**src/rtl/clip_controller.sv**
```systemverilog
// clip_controller: IDLE/RECORD/PLAY sequencer for the 4-clip audio recorder.
// Turns synchronized button levels into single presses, runs the record and
// playback state machine, issues per-sample write/read strobes with a
// {clip, offset} address, and keeps the recorded length of each clip.
module clip_controller #(
    parameter int ADDR_W = 14
) (
    input  logic              clock,
    input  logic              reset,
    input  logic              sample_en,
    input  logic              rst_btn,
    input  logic              rec_btn,
    input  logic              play_btn,
    input  logic [1:0]        clip_sel,
    output logic [ADDR_W+1:0] mem_addr,
    output logic              mem_we,
    output logic              mem_re,
    output logic              recording,
    output logic              playing,
    output logic              done,
    output logic [3:0]        clip_valid
);

    localparam logic [1:0] ST_IDLE   = 2'd0;
    localparam logic [1:0] ST_RECORD = 2'd1;
    localparam logic [1:0] ST_PLAY   = 2'd2;

    // Length of a completely filled clip (DEPTH) and the last usable offset.
    localparam logic [ADDR_W:0]   FULL_LEN = {1'b1, {ADDR_W{1'b0}}};
    localparam logic [ADDR_W-1:0] LAST_OFF = '1;

    // Registered state
    logic [1:0]        state_q;
    logic [1:0]        cur_clip_q;
    logic [ADDR_W-1:0] offset_q;
    logic [ADDR_W:0]   len_q [4];
    logic              rst_prev_q;
    logic              rec_prev_q;
    logic              play_prev_q;

    // Next-state values
    logic [1:0]        state_d;
    logic [1:0]        cur_clip_d;
    logic [ADDR_W-1:0] offset_d;
    logic [ADDR_W:0]   len_d [4];
    logic [ADDR_W+1:0] addr_d;
    logic              we_d;
    logic              re_d;
    logic              done_d;

    // Single-cycle presses
    logic              rst_press;
    logic              rec_press;
    logic              play_press;

    // A press is the first cycle a level is seen high.
    always_comb begin
        rst_press  = rst_btn  & ~rst_prev_q;
        rec_press  = rec_btn  & ~rec_prev_q;
        play_press = play_btn & ~play_prev_q;
    end

    // A clip is playable whenever it holds at least one sample.
    always_comb begin
        clip_valid = '0;
        for (int unsigned i = 0; i < 4; i++) begin
            clip_valid[i] = (len_q[i] != '0);
        end
    end

    // Sequencer: priority is clear > record > play > sample strobe.
    always_comb begin
        state_d    = state_q;
        cur_clip_d = cur_clip_q;
        offset_d   = offset_q;
        for (int unsigned i = 0; i < 4; i++) begin
            len_d[i] = len_q[i];
        end
        addr_d     = mem_addr;
        we_d       = 1'b0;
        re_d       = 1'b0;
        done_d     = 1'b0;

        if (rst_press) begin
            state_d = ST_IDLE;
            for (int unsigned i = 0; i < 4; i++) begin
                len_d[i] = '0;
            end
            done_d  = (state_q == ST_RECORD) || (state_q == ST_PLAY);
        end else begin
            case (state_q)
                ST_IDLE: begin
                    if (rec_press) begin
                        cur_clip_d      = clip_sel;
                        offset_d        = '0;
                        len_d[clip_sel] = '0;
                        state_d         = ST_RECORD;
                    end else if (play_press && (len_q[clip_sel] != '0)) begin
                        cur_clip_d = clip_sel;
                        offset_d   = '0;
                        state_d    = ST_PLAY;
                    end
                end

                ST_RECORD: begin
                    if (rec_press) begin
                        // Offset equals the number of samples already written.
                        len_d[cur_clip_q] = {1'b0, offset_q};
                        state_d           = ST_IDLE;
                        done_d            = 1'b1;
                    end else if (sample_en) begin
                        we_d     = 1'b1;
                        addr_d   = {cur_clip_q, offset_q};
                        offset_d = offset_q + ADDR_W'(1);
                        // The write at the last offset fills the clip; stop
                        // there so the offset wrap is never used.
                        if (offset_q == LAST_OFF) begin
                            len_d[cur_clip_q] = FULL_LEN;
                            state_d           = ST_IDLE;
                            done_d            = 1'b1;
                        end
                    end
                end

                ST_PLAY: begin
                    if (play_press) begin
                        state_d = ST_IDLE;
                        done_d  = 1'b1;
                    end else if (sample_en) begin
                        re_d     = 1'b1;
                        addr_d   = {cur_clip_q, offset_q};
                        offset_d = offset_q + ADDR_W'(1);
                        if ({1'b0, offset_q} == (len_q[cur_clip_q] - (ADDR_W+1)'(1))) begin
                            state_d = ST_IDLE;
                            done_d  = 1'b1;
                        end
                    end
                end

                default: begin
                    state_d = ST_IDLE;
                end
            endcase
        end
    end

    // Button history for edge detection.
    always_ff @(posedge clock or negedge reset) begin
        if (!reset) begin
            rst_prev_q  <= 1'b0;
            rec_prev_q  <= 1'b0;
            play_prev_q <= 1'b0;
        end else begin
            rst_prev_q  <= rst_btn;
            rec_prev_q  <= rec_btn;
            play_prev_q <= play_btn;
        end
    end

    // Sequencer state, clip lengths and registered outputs.
    always_ff @(posedge clock or negedge reset) begin
        if (!reset) begin
            state_q    <= ST_IDLE;
            cur_clip_q <= '0;
            offset_q   <= '0;
            for (int unsigned i = 0; i < 4; i++) begin
                len_q[i] <= '0;
            end
            mem_addr   <= '0;
            mem_we     <= 1'b0;
            mem_re     <= 1'b0;
            recording  <= 1'b0;
            playing    <= 1'b0;
            done       <= 1'b0;
        end else begin
            state_q    <= state_d;
            cur_clip_q <= cur_clip_d;
            offset_q   <= offset_d;
            for (int unsigned i = 0; i < 4; i++) begin
                len_q[i] <= len_d[i];
            end
            mem_addr   <= addr_d;
            mem_we     <= we_d;
            mem_re     <= re_d;
            // Decoded from the next state so the flags track state_q exactly.
            recording  <= (state_d == ST_RECORD);
            playing    <= (state_d == ST_PLAY);
            done       <= done_d;
        end
    end

endmodule

```
**config.mk**
```make
export PLATFORM = sky130hd
export DESIGN_NAME = clip_controller
export DESIGN_NICKNAME = d
export VERILOG_FILES = /design/src/rtl/clip_controller.sv
export SDC_FILE = /design/constraint.sdc
export NUM_CORES = 1
export LEC_CHECK = 0
export CAP_MARGIN = 25
export CORE_MARGIN = 8
export CORE_UTILIZATION = 40
export CTS_CLUSTER_SIZE = 12
export DETAILED_ROUTE_END_ITERATION = 6
export PLACE_DENSITY = 0.67
export SLEW_MARGIN = 40
export SYNTH_ARGS = -nofsm -noshare
export SYNTH_HDL_FRONTEND = slang
export SYNTH_SLANG_ARGS = --single-unit
```
**constraint.sdc**
```tcl
create_clock -name clock -period 3.7 [get_ports clock]
set_input_delay 0.555 -clock clock [delete_from_list [all_inputs] [get_ports clock]]
set_output_delay 0.555 -clock clock [all_outputs]
set_load 0.005 [all_outputs]
```
; ---- After elaboration in Yosys (flattened, before gate mapping)
; Index checks and enable logic that the tools add are counted.
[word_totals]
register_bits = 102
latch_bits = 0
ramBits = 0
mem_bits_ro = 0
input_bits = 8
wordCells = 120
n_memories = 0
[classes]
add_sub_neg = 2
n_mul = 0
n_div = 0
magnitude_cmp = 4
n_eq_ne = 12
n_shift = 0
mux = 54
bitwise_logic = 14
reduce_logical = 18
[ops]
columns = operator, count
row1 = two-way mux 60 bit, 5
row2 = case mux 60 bit (2 select lines), 1
row3 = two-way mux 15 bit, 6
row4 = nonzero test 15 bit, 5
row5 = two-way mux 14 bit, 5
row6 = AND 60 bit, 1
row7 = binary-select mux 15 bit (select 2 bit), 2
row8 = bitwise mux 60 bit, 1
row9 = demux 15 bit (select 2 bit), 2
row10 = NOT 60 bit, 1
row11 = AND 56 bit, 1
row12 = NOT 56 bit, 1
row13 = two-way mux 16 bit, 3
row14 = case mux 14 bit (3 select lines), 1
row15 = case mux 16 bit (2 select lines), 1
row16 = two-way mux 2 bit, 11
row17 = equality test 14 x 15 -> 1 bit, 1
row18 = subtractor 15 x 1 -> 15 bit (second input constant), 1
row19 = adder 14 x 1 -> 14 bit (second input constant), 1
row20 = equality test 14 bit (second input constant), 1
row21 = two-way mux 1 bit, 14
row22 = AND reduction 4 bit, 2
row23 = greater-or-equal comparator 3 bit (second input constant), 2
row24 = less-than comparator 3 x 1 -> 1 bit (second input constant), 2
row25 = other kinds (19), 33

; ---- Longest topological paths before layout
; Gate-level depths: netlist of run 1.
[depth]
depth_word = 12
depth_mapped = 14
depth_no_buf = 11

; ---- Worst setup path before layout of run 1
; Ideal clock, no wire load.
[synth_timing]
path_type = reg-to-reg
from = register cur_clip_q[1]
to = register playing
setup_time_ns = 0.096
arrival_ns = 3.324
path_slack_ns = 0.280
path_stages_with_launch = 14
path_buffers = 2
cell_sequence = dfrtp_1 -> buf_1 -> buf_1 -> mux4_2 -> inv_1 -> ha_1 -> inv_1 -> or4_1 -> nor2_2 -> nand4_1 -> a211oi_1 -> nand2b_1 -> o21ba_1 -> nor4_2
[synth_via]
elab_chain_cells = 12
[synth_lines]
columns = element, line
row1 = from (decl), 34  ; logic [1:0] cur_clip_q;
row2 = from (signal assigned), 177  ; cur_clip_q <= cur_clip_d;
row3 = NOT 2 -> 3 bit (implied by the code), 133  ; if ({1'b0, offset_q} == (len_q[cur_clip_q] - (ADDR_W+1)'(1))) begin
row4 = binary-select mux 15 bit (select 2 bit), 133
row5 = two-way mux 15 bit (implied by the code) (2 in series), 133
row6 = subtractor 15 x 1 -> 15 bit, 133
row7 = equality test 14 x 15 -> 1 bit, 133
row8 = two-way mux 2 bit, 133
row9 = two-way mux 2 bit, 129  ; end else if (sample_en) begin
row10 = two-way mux 2 bit, 126  ; if (play_press) begin
row11 = case mux 2 bit (3 select lines), 91  ; case (state_q)
row12 = two-way mux 2 bit, 84  ; if (rst_press) begin
row13 = equality test 2 bit, 187  ; playing <= (state_d == ST_PLAY);
row14 = to (signal assigned), 187
row15 = to (decl), 19  ; output logic playing,
; No other way between the ends. The select of a mux whose other input is x is not followed.
; A chain may end at the register's enable or synchronous reset.

; ---- Final worst setup path of run 1
[layout_timing]
from = register cur_clip_q[0]
to = register playing
; The elaborated chain is that of the path after synthesis.

==> results of run 1 <==
[timing repair]
action,CTS,global route
setup buffers,0,3
resized for setup,0,1
endpoints found under the setup margin,0,5
[Yosys cell counts, types with 5 or more instances]
| master | number |
|---|---|
| a21oi_1 | 15 |
| and3_1 | 6 |
| nand2b_1 | 9 |
| nor2b_1 | 7 |
| xnor2_1 | 12 |
| nand3_1 | 11 |
| nand2_1 | 22 |
| a32o_1 | 56 |
| and2_1 | 6 |
| nor2_1 | 20 |
| a22o_1 | 15 |
| mux4_1 | 5 |
| nor3_1 | 14 |
| o21ai_0 | 17 |
| nor4_1 | 17 |
| inv_1 | 6 |
| mux2i_1 | 5 |
| mux4_2 | 10 |
| ha_1 | 6 |
| a21o_1 | 9 |
| dfrtp_1 | 102 |
| buf_1 | 5 |
| xor2_1 | 5 |
| clkbuf_1 | 36 |
| nand4_1 | 10 |
| mux2_2 | 21 |
[final timing paths]
check / end / slack (ps) / cells past startpoint / startpoint
setup / recovery: playing$_DFF_PN0_ / 310 / 11 / cur_clip_q[0]$_DFFE_PN0P_
hold / removal: len_q[8]$_DFFE_PN0P_ / 240 / 1 / reset
setup reg to reg: playing$_DFF_PN0_ / 310 / 11 / cur_clip_q[0]$_DFFE_PN0P_
hold reg to reg: mem_addr[13]$_DFFE_PN0P_ / 510 / 1 / mem_addr[13]$_DFFE_PN0P_
max in group asynchronous: offset_q[9]$_DFFE_PN0P_ / 2630 / 2 / reset
min in group clock: mem_addr[13]$_DFFE_PN0P_ / 510 / 1 / mem_addr[13]$_DFFE_PN0P_
[routing by layer]
layer | vias up | GRT usage (%)
li1 | 1941 | -
met1 | 2243 | 21.25
met2 | 211 | 28.04
met3 | 38 | 4.845
met4 | 0 | 9.779
met5 | - | 0
[worst max-delay path, cell delays in order, from the launching register on]
cell and delay (ps):
dfrtp_2 450, mux4_2 580, inv_1 80, ha_1 200
inv_1 100, or4_1 610, nor2_2 190, a41oi_1 130
a221oi_1 270, nand4_1 200, o21ba_1 250, nor4_2 220
[cell usage in the layout, fill, tap and decap left out, types with 3 or more instances in the layout]
cell type,instances
nand2b_1,9
mux4_1,5
nor4_1,17
xor2_1,5
a22o_1,15
mux4_2,10
nor2b_1,6
nor2_1,20
nand2_1,22
mux2_2,21
a32o_1,56
a21o_1,9
xnor2_1,12
clkbuf_16,9
nand4_1,10
and3_1,6
o21ai_1,3
ha_1,6
a21oi_1,15
inv_1,6
or3_1,3
and2_1,6
clkdlybuf4s50_1,31
nand3_1,11
o21ai_0,17
dfrtp_1,101
nor3_1,14
mux2i_1,5
buf_4,28
[cells by family after synthesis]
| group | count (synthesis) | share of synthesized area (%) |
|---|---|---|
| xor+xnor | 17 | 2.723 |
| fa+ha+maj | 6 | 1.373 |
| mux | 41 | 11.76 |
| buf+inv | 51 | 3.982 |
| compound gates | 129 | 19.27 |
| flops | 102 | 46.68 |
| simple gates | 140 | 14.21 |
[registers in the layout (all words and copies together) (netlist names)]
register,cells
rst_prev_q,1
recording,1
mem_addr,16
state_q,2
len_q,60
mem_we,1
cur_clip_q,2
offset_q,14
done,1
rec_prev_q,1
playing,1
mem_re,1
play_prev_q,1
[layout make-up]
class / instances / area [sq um]
tap: 176 / 220.2
sequential: 102 / 2554
clock buffer: 13 / 260.3
clock inverter: 3 / 18.77
timing repair buffer: 59 / 520.5
fill: 1181 / 6990
multi-input combinational: 333 / 2709
inverter: 6 / 22.52
[power breakdown]
group | total [mW] | leakage [nW] | internal (mW) | switching, mW
Combinational | 1.23 | 1.25 | 0.536 | 0.691
Clock | 0.904 | 0.140 | 0.493 | 0.411
Sequential | 1.29 | 1.40 | 1.21 | 0.0777
Total | 3.42 | 2.79 | 2.24 | 1.18
==> flow_metrics.py, run 1 <==
metrics = {
    "placement": {
        "dp_slack_ps": 169.7,
        "gp_congestion": 0.9327,
        "portBuffers": 32,
        "place_area_sq_um": 6002,
        "dp_cells": 673,
        "place_hpwl_um": 10620,
    },
    "cells_and_area": {
        "diodes": 0,
        "layout.nets": 525,
        "final_area_sq_um": 6305,
        "drive_gt1_share_pct": 17.05,
        "post-route-util_pct": 47.42,
        "syn_to_final_growth_pct": 15.31,
        "fin_cells": 692,
    },
    "routing": {
        "avgViaCountPerCell": 6.406,
        "highest_layer": "met4",
        "detail_route.wirelength_um": 15220,
        "wl_met2_um": 7266,
        "drt_iter0_drc": 380,
        "drt_first_pass_iters": 6,
        "wl_met3_um": 1258,
        "avgRoutedWirePerCell_um": 22.00,
        "routedLengthMet1_um": 6203,
        "vias": 4433,
        "drc": 0,
        "ant_nets": 0,
    },
    "sta": {
        "setup_violations": 0,
        "fin_crit_sh_pct": 91.69,
        "drv_slew": 0,
        "tns_ps": 0,
        "setup_ws_ps": 307.4,
        "worst-slew-pin-transition_ps": 790.8,
        "hold_viol": 0,
        "final.min_clock_period_ps": 3393,
        "rsz0062_at_grt": "no",
        "whs_ps": 238.5,
        "fmaxAchievable_mhz": 294.8,
        "maxSlewHeadroom_pct": 47.28,
        "fin_worst_skew_ps": 6.705,
    },
    "synthesis": {
        "yosys.area.top_type_share_pct": 46.68,
        "synth_edf_count": 0,
        "syn_nets": 500,
        "ys_seq_elements": 102,
        "synthArstFlopShare_pct": 100.0,
        "yosysSeqAreaShare_pct": 46.68,
        "syn_inst": 486,
        "yosys_warnings": 0,
        "yosys-top-cells-area": "dfrtp_1, a32o_1, mux2_2",
        "yosys_most_used_dff": "dfrtp_1",
        "synth_area_sq_um": 5468,
        "synth_area_leader_cell": "dfrtp_1",
        "syn_area_per_cell_sq_um": 11.25,
        "synth_cell_types": 54,
    },
    "die": {
        "dieHeight_um": 132.9,
        "die-width_um": 132.9,
        "fp.dieArea_sq_um": 17670,
        "core-area_sq_um": 13300,
        "ios": 33,
        "start_util_pct": 41.13,
        "row_count": 42,
    },
    "clocking": {
        "htreeDepth": 3,
        "postCtsHoldBufs": 0,
        "cts_root_buffer": "clkbuf_16",
        "clk_latency_ps": 360,
        "clk_path_buf_depth": 2,
        "cts_made_buffers": 9,
        "cts.sinks": 102,
        "clkTransAtPathRegs_ps": 70,
        "cts_tree": "done",
    },
    "power_and_ir_drop": {
        "power_density_nw_per_um2": 541.9,
        "leakage_nw": 2.789,
        "vdd_ir_drop_max_v": 0.0002800,
        "p_total_mw": 3.417,
    },
    "outcome": {
        "outcome": "finished, final reports clean",
    },
    "critical_path": {
        "cp.required_ps": 3960,
        "worstPathArrival_ps": 3650,
        "crit_fanout": 6,
        "critPathKind": "reg2reg",
        "crit_path_end_kind": "register",
        "startpoint_type": "register",
    },
    "global_routing": {
        "grt_pass1_vias": 4471,
        "antenna_found_initial": 0,
        "grt_overflow": 0,
        "grt_pass1_wl_um": 24670,
        "grt_max_degree": 60,
        "grt.total_usage_pct": 17.65,
    },
    "min_path": {
        "hp-class": "in2async",
    },
    "flow_run": {
        "cap_violations": 0,
    },
}
(Power assumes the default switching activity.)
==> run 2, diff against run 1 <==
--- a/config.mk
+++ b/config.mk
@@ -6,11 +6,14 @@
 export NUM_CORES = 1
 export LEC_CHECK = 0
 export CAP_MARGIN = 25
+export CELL_PAD_IN_SITES_DETAIL_PLACEMENT = 1
+export CELL_PAD_IN_SITES_GLOBAL_PLACEMENT = 2
 export CORE_MARGIN = 8
-export CORE_UTILIZATION = 40
+export CORE_UTILIZATION = 36
 export CTS_CLUSTER_SIZE = 12
 export DETAILED_ROUTE_END_ITERATION = 6
-export PLACE_DENSITY = 0.67
+export MAX_ROUTING_LAYER = met4
+export PLACE_DENSITY = 0.82
 export SLEW_MARGIN = 40
 export SYNTH_ARGS = -nofsm -noshare
 export SYNTH_HDL_FRONTEND = slang
==> run 2 against run 1 <==
First-iteration DRC count shrank 4.5%. Critical path depth is 2 lower. Clock power rose by 9.5%. Flip-flop and latch count stayed put. Sequential power is essentially flat. Critical endpoint is now recording$_DFF_PN0_. Largest cell class unchanged.
==> flow_metrics.py, run 2 (synthesized netlist as in run 1, its figures left out) <==
metrics = {
    "sta": {
        "fmaxAchievable_mhz": 296.5,
        "fin_worst_skew_ps": 6.086,
        "drv_slew": 0,
        "maxSlewHeadroom_pct": 51.88,
        "whs_ps": 248.6,
        "setup_violations": 0,
        "hold_viol": 0,
        "rsz0062_at_grt": "no",
        "fin_crit_sh_pct": 91.16,
        "setup_ws_ps": 327.1,
        "tns_ps": 0,
        "worst-slew-pin-transition_ps": 721.7,
        "final.min_clock_period_ps": 3373,
    },
    "clocking": {
        "clkTransAtPathRegs_ps": 70,
        "clk_path_buf_depth": 2,
        "clk_latency_ps": 360,
        "postCtsHoldBufs": 0,
        "cts_tree": "done",
        "cts.sinks": 102,
        "cts_made_buffers": 9,
        "htreeDepth": 3,
        "cts_root_buffer": "clkbuf_16",
        "postCtsSetupBuffers": 0,
        "postCtsResizedCells": 0,
    },
    "routing": {
        "drc": 0,
        "drt_iter0_drc": 363,
        "vias": 4410,
        "highest_layer": "met4",
        "wl_met2_um": 8144,
        "avgRoutedWirePerCell_um": 24.39,
        "detail_route.wirelength_um": 17070,
        "drt_first_pass_iters": 5,
        "avgViaCountPerCell": 6.300,
        "routedLengthMet1_um": 7564,
        "ant_nets": 0,
        "wl_met3_um": 922,
    },
    "global_routing": {
        "grt_overflow": 0,
        "antenna_found_initial": 0,
        "grt_max_degree": 88,
        "grt.total_usage_pct": 18.78,
        "grt_pass1_wl_um": 27700,
        "grt_pass1_vias": 4704,
    },
    "cells_and_area": {
        "regMostFlops": "len_q",
        "largest_reg_flops": 60,
        "reg_top3": "len_q: 60 flops, mem_addr: 16 flops, offset_q: 14 flops",
        "layout.nets": 522,
        "diodes": 0,
        "drive_gt1_share_pct": 16.21,
        "layout_commonest_cell": "dfrtp_1",
        "layout_common_cells": "dfrtp_1, a32o_1, clkdlybuf4s50_1, buf_4, nand2_1",
        "syn_to_final_growth_pct": 15.58,
    },
    "flow_run": {
        "cap_violations": 0,
    },
    "critical_path": {
        "worstPathArrival_ps": 3670,
        "critPathKind": "reg2reg",
        "startpoint_type": "register",
        "rr_worst_depth": 9,
        "cp.required_ps": 3990,
        "crit_fanout": 20,
        "rr_startpoint": "cur_clip_q[0]$_DFFE_PN0P_",
        "ff2ff_setup_slack_ps": 330,
        "r2r-end": "recording$_DFF_PN0_",
        "crit_path_end_kind": "register",
    },
    "die": {
        "dieHeight_um": 139.2,
        "row_count": 45,
        "start_util_pct": 36.37,
        "die-width_um": 139.2,
        "core-area_sq_um": 15030,
        "ios": 33,
        "fp.dieArea_sq_um": 19390,
    },
    "power_and_ir_drop": {
        "leakage_nw": 2.787,
        "vdd_ir_drop_max_v": 0.0003613,
        "power_density_nw_per_um2": 554.7,
    },
    "placement": {
        "place_hpwl_um": 11740,
        "dp_slack_ps": 337.3,
        "portBuffers": 32,
        "gp_congestion": 0.9035,
    },
    "min_path": {
        "hp-class": "in2async",
    },
    "outcome": {
        "outcome": "finished, final reports clean",
    },
}
[run 2: layout make-up]
class	count	area, sq um
Clock buffer	12	256.5
Clock inverter	3	43.79
Fill cell	1580	8713
Inverter	6	22.52
Multi-Input combinational cell	333	2705
Sequential cell	102	2552
Tap cell	188	235.2
Timing Repair Buffer	56	504.2
[run 2: metal layers]
metal / vias up / GRT usage, %
li1: 1926 / -
met1: 2319 / 23.49
met2: 134 / 29.68
met3: 31 / 3.830
met4: 0 / 6.759
met5: - / -
[run 2: critical path: stages, from the launching register on]
cell and delay, ps:
dfrtp_1 420, buf_4 340, mux4_1 690, or4_1 600, nor2_2 180, a41oi_1 130, a221oi_1 230, nand4_1 180
o21ai_1 310, and3_1 220
[run 2: worst max path at each step]
stage	start	endpoint	slack [ps]	depth (start not counted)
after floorplan	cur_clip_q[1]$_DFFE_PN0P_	playing$_DFF_PN0_	280	13
after global placement	cur_clip_q[0]$_DFFE_PN0P_	playing$_DFF_PN0_	470	9
after detailed placement	cur_clip_q[0]$_DFFE_PN0P_	recording$_DFF_PN0_	340	9
after CTS	cur_clip_q[0]$_DFFE_PN0P_	recording$_DFF_PN0_	330	9
after global routing	cur_clip_q[0]$_DFFE_PN0P_	playing$_DFF_PN0_	40	9
final	cur_clip_q[0]$_DFFE_PN0P_	recording$_DFF_PN0_	330	9
[run 2: power breakdown]
| group | switching [mW] | internal [mW] | leakage [nW] |
|---|---|---|---|
| Sequential | 0.102 | 1.21 | 1.40 |
| Combinational | 0.700 | 0.507 | 1.24 |
| Clock | 0.431 | 0.559 | 0.149 |
[run 2: stage by stage]
step | std cells | utilization (%) | instance area [sq um] | power [mW]
after global routing | 700 | 42.04 | 6320 | 3.686
after global placement | 685 | 40.00 | 6013 | 2.491
final | 700 | 42.04 | 6320 | 3.505
after CTS | 700 | 42.02 | 6317 | 3.523
after detailed placement | 685 | 40.03 | 6017 | 2.531
after floorplan | 486 | - | 5468 | 2.070
